==> src/rtl/adder_32.sv <==
// Registered 32-bit adder: eight 4-bit carry-lookahead groups joined by a
// group-level lookahead unit, with the sum and carry-out captured one cycle later.
module adder_32 #(
   parameter int WIDTH = 32,
   parameter int GROUP = 4
) (
   input  logic             clock,
   input  logic             clear,
   input  logic [WIDTH-1:0] input_a,
   input  logic [WIDTH-1:0] input_b,
   input  logic             cin,
   output logic [WIDTH-1:0] add_result,
   output logic             cout
);

   localparam int NGRP = WIDTH / GROUP;

   logic [WIDTH-1:0] p_s;
   logic [WIDTH-1:0] g_s;
   logic [WIDTH-1:0] sum_s;
   logic [NGRP-1:0]  grp_p_s;
   logic [NGRP-1:0]  grp_g_s;
   logic [NGRP-1:0]  grp_c_s;
   logic             cout_s;
   logic [WIDTH-1:0] add_result_r;
   logic             cout_r;

   // Group propagate/generate depend only on p/g, never on carries.
   function automatic logic [1:0] cla_group_pg(input logic [3:0] p, input logic [3:0] g);
      logic grp_g;
      logic grp_p;
      grp_g = g[3] | (p[3] & g[2]) | (p[3] & p[2] & g[1]) | (p[3] & p[2] & p[1] & g[0]);
      grp_p = &p;
      return {grp_g, grp_p};
   endfunction

   function automatic logic [3:0] cla_group_sum(input logic [3:0] p, input logic [3:0] g,
                                                input logic c0);
      logic [3:0] c;
      c[0] = c0;
      c[1] = g[0] | (p[0] & c0);
      c[2] = g[1] | (p[1] & g[0]) | (p[1] & p[0] & c0);
      c[3] = g[2] | (p[2] & g[1]) | (p[2] & p[1] & g[0]) | (p[2] & p[1] & p[0] & c0);
      return p ^ c;
   endfunction

   assign p_s = input_a ^ input_b;
   assign g_s = input_a & input_b;

   for (genvar k = 0; k < NGRP; k++) begin : g_grp
      assign {grp_g_s[k], grp_p_s[k]} = cla_group_pg(p_s[k*GROUP +: GROUP], g_s[k*GROUP +: GROUP]);
      assign sum_s[k*GROUP +: GROUP]  = cla_group_sum(p_s[k*GROUP +: GROUP],
                                                      g_s[k*GROUP +: GROUP], grp_c_s[k]);
   end

   // Group-level lookahead: each group carry-in is a flat sum of products of G/P and cin.
   always_comb begin : grp_lookahead
      logic c_v;
      logic t_v;
      grp_c_s = {NGRP{1'b0}};
      c_v     = 1'b0;
      t_v     = 1'b0;
      for (int k = 0; k < NGRP; k++) begin
         c_v = cin;
         for (int j = 0; j < k; j++) begin
            c_v = c_v & grp_p_s[j];
         end
         for (int j = 0; j < k; j++) begin
            t_v = grp_g_s[j];
            for (int m = j + 1; m < k; m++) begin
               t_v = t_v & grp_p_s[m];
            end
            c_v = c_v | t_v;
         end
         grp_c_s[k] = c_v;
      end
   end

   assign cout_s = grp_g_s[NGRP-1] | (grp_p_s[NGRP-1] & grp_c_s[NGRP-1]);

   // Output capture; clear drops the outputs immediately and discards any in-flight sum.
   always_ff @(posedge clock or posedge clear) begin
      if (clear) begin
         add_result_r <= {WIDTH{1'b0}};
         cout_r       <= 1'b0;
      end else begin
         add_result_r <= sum_s;
         cout_r       <= cout_s;
      end
   end

   assign add_result = add_result_r;
   assign cout       = cout_r;

endmodule

==> config.mk <==
export PLATFORM = sky130hd
export DESIGN_NAME = adder_32
export DESIGN_NICKNAME = d
export VERILOG_FILES = /design/src/rtl/adder_32.sv
export SDC_FILE = /design/constraint.sdc
export NUM_CORES = 1
export LEC_CHECK = 0
export BUFFER_PORTS_ARGS = -buffer_cell sky130_fd_sc_hd__buf_2
export CORE_UTILIZATION = 52
export DETAILED_ROUTE_END_ITERATION = 8
export MAX_ROUTING_LAYER = met4
export PLACE_DENSITY = 0.87
export SYNTH_ARGS = -nofsm -noshare
export SYNTH_HDL_FRONTEND = slang
export SYNTH_SLANG_ARGS = --single-unit
==> constraint.sdc <==
create_clock -name clock -period 1.85 [get_ports clock]
set_clock_uncertainty 0.05 [all_clocks]
set_input_delay 0.0925 -clock clock [delete_from_list [all_inputs] [get_ports clock]]
set_output_delay 0.0925 -clock clock [all_outputs]
set_load 0.02 [all_outputs]
==> metrics <==
status=complete, but fails checks; failing checks=setup timing; number of antenna violations at the first check in global routing=0; critical path class=in -> reg; All-Layer GR Usage=37.7%; H-tree levels=2; Synthesized Nets=317; most area-hungry cell type in the Yosys netlist=dfrtp_1; CP endpoint kind=register; core area=4120 µm²; Root Buffer=clkbuf_8; static leakage=1.90 nW; 1st-pass router iterations=5; Die Wd=68.4 µm; # setup viols final=23; DP Wirelength=5030 µm; crit-path max FO=3; PortBufs=99; Min-Delay Path Class=in -> reg; first-pass GRT wire length=12000 µm; Hold Slack=67.5 ps; max_cap viols=0; yosys warns=0; Initial Utilization=55.6%; DIE AREA=4670 µm²; post-route ant nets=0; count leader, synth=dfrtp_1; simple-gate portion of the synthesized area=9.67%; Critical Path AT=2280 ps; Netlist cell types=38; Top FF cell, synth=dfrtp_1; post-synthesis mux area share=0.437%; DRC marker count from the first detailed-route iteration=252; Synth top cells by count=33 x dfrtp_1, 32 x ha_1, 18 x a21oi_1; TritonCTS clock tree=yes; peak supply drop=0.554 mV; synth top area cells=dfrtp_1 36%, ha_1 17%, fa_1 7.0%, xor2_1 4.6%, a21oi_1 3.9%; Area growth syn-to-layout=65.1%; Psw=1.09 mW; hold path start=input_b[12]; adder-cell area share of the yosys netlist=24.5%; DR top layer=met4; n_diodes=0; PnR worst setup slack=-320 ps; Met1 Routed Length=3310 µm; Final nets=486; fin crit period=2170 ps; fmax=0.461 GHz; Compound-Gate Fraction of Synth Area=19.0%; worst-margin pin slew=466 ps; vias in the first global route=2585; # IOs=100; register bit total from synthesis=33; Logic pwr share=48.1%; Sw Ratio=38.5%; post-synthesis cell count=210; Routability Congestion=0.824; max_slew headroom=68.9%; Fin. Hold Viols=0; # placed instances=411; ys async rst share=100%; Die Y=68.4 µm; Req. time, crit path=1960 ps; total power=2.83 mW; largest net degree at the start of global routing=34; area of the mapped netlist=2290 µm²; Clock power frac=19.3%; post-synthesis sequential area ratio=36.1%; total CTS buffers=5; total gr overflow=0; WL/cell=21.5 µm; unrepaired setup endpoints after global routing=true; Syn Area/Cell=10.9 µm²; routed wl met2=4570 µm; Hold EP=add_result[12]$_DFF_PP0_; total clock sinks=33; cell depth of the worst hold path=2; clk slew on worst S/H paths=80 ps; Power Density=748 nW/µm²; WL final=9230 µm; fin crit share=117%; DRC=0; vias=2624; Synth Area in XOR/XNOR=8.03%; share of cells above drive strength 1=57.4%; Max Root-Sink Buffers=2; Slew Limit Fails=0; Synth top area share=36.1%; met3 wire length=767 µm; Int Power=1.74 mW; Seq pwr share=32.6%; drt via density=6.10; largest family of logic cells by synthesized area=adder cells; fin cells=430; number of flops mapped to enable cells by yosys=0; crit path launch type=input pin; Rows=23
-- registers in the layout, summed over array words and instances (netlist names) --
name and count:
cout 1, add_result 32
-- worst max-delay path: stages --
cell and delay [ps]:
buf_2 100, ha_1 370, nand4b_1 290, a211o_1 390, a211oi_2 250, a311o_1 300, fa_2 480
-- stage by stage --
| stage | cell area [µm²] | setup TNS (ps) | util, % | worst slack (ps) |
|---|---|---|---|---|
| finish | 3780 | -3530 | 91.9 | -320 |
| global route | 3780 | -3990 | 91.9 | -318 |
| CTS | 3640 | -1080 | 88.4 | -241 |
| detailed placement | 3390 | -7430 | 82.4 | -635 |
| global placement | 3390 | -6350 | 82.4 | -585 |
| floorplan | 2440 | -1450 | - | -292 |
-- placed cells by master, fill, tap and decap left out, drive strengths merged, types with 4 or more instances in the layout --
master  instances
dfrtp          33
a21oi          18
buf           161
xnor2           9
nor3            5
fa              8
xor2           12
ha             32
clkbuf          6
nor2            8
a211o           5
a21o            9
nand2           7
o21ai           6
nand3           4
inv            14
-- how the worst max path moves through the flow --
| stage | endpoint | cells past startpoint | slack (ps) | start |
|---|---|---|---|---|
| 2_1_floorplan | add_result[29]$_DFF_PP0_ | 8 | -290 | input_a[13] |
| 3_3_place_gp | add_result[28]$_DFF_PP0_ | 8 | -580 | input_b[0] |
| 3_5_place_dp | add_result[28]$_DFF_PP0_ | 8 | -640 | input_b[0] |
| 4_1_cts | add_result[29]$_DFF_PP0_ | 9 | -240 | input_b[9] |
| 5_1_grt | add_result[25]$_DFF_PP0_ | 11 | -320 | input_a[13] |
| 6_report | add_result[28]$_DFF_PP0_ | 7 | -320 | input_b[1] |
-- power by group through the flow --
stage                     Sequential [mW]  Clock (mW)  Combinational, mW
after detailed placement            0.923           0               1.15
final                               0.922       0.546               1.36
after global placement              0.919           0               1.09
after floorplan                      1.13           0              0.458
after CTS                           0.913       0.538               1.21
after global routing                0.937       0.575               1.45
-- per-layer routing --
layer  global-route usage [%]  vias up
met3                     7.83       58
met5                        -        -
li1                         -     1106
met2                     64.7      202
met1                     39.9     1258
met4                     21.6        0
-- kinds of logic after synthesis --
logic type	count (synthesis)
buf+inv	14
fa+ha+maj	40
flops	33
simple gates	41
xor+xnor	21
mux	1
compound gates	60
-- repair_timing --
| action | CTS | global route |
|---|---|---|
| hold buffers | 1 | 0 |
| setup endpoints to repair | 13 | 22 |
| resized for setup | 22 | 27 |
| pin swaps | 15 | 34 |
| hold endpoints to repair | 33 | 0 |
| setup buffers | 5 | 6 |
-- layout make-up --
cell class              count  area (µm²)
multi-input cells         163        1720
repair buffers            162        1040
flip-flops and latches     33         826
fillers                   159         334
clock buffers               6        72.6
well taps                  50        62.6
inverters                  14        52.6
clock inverters             2        10.0
(Power assumes the default switching activity.)
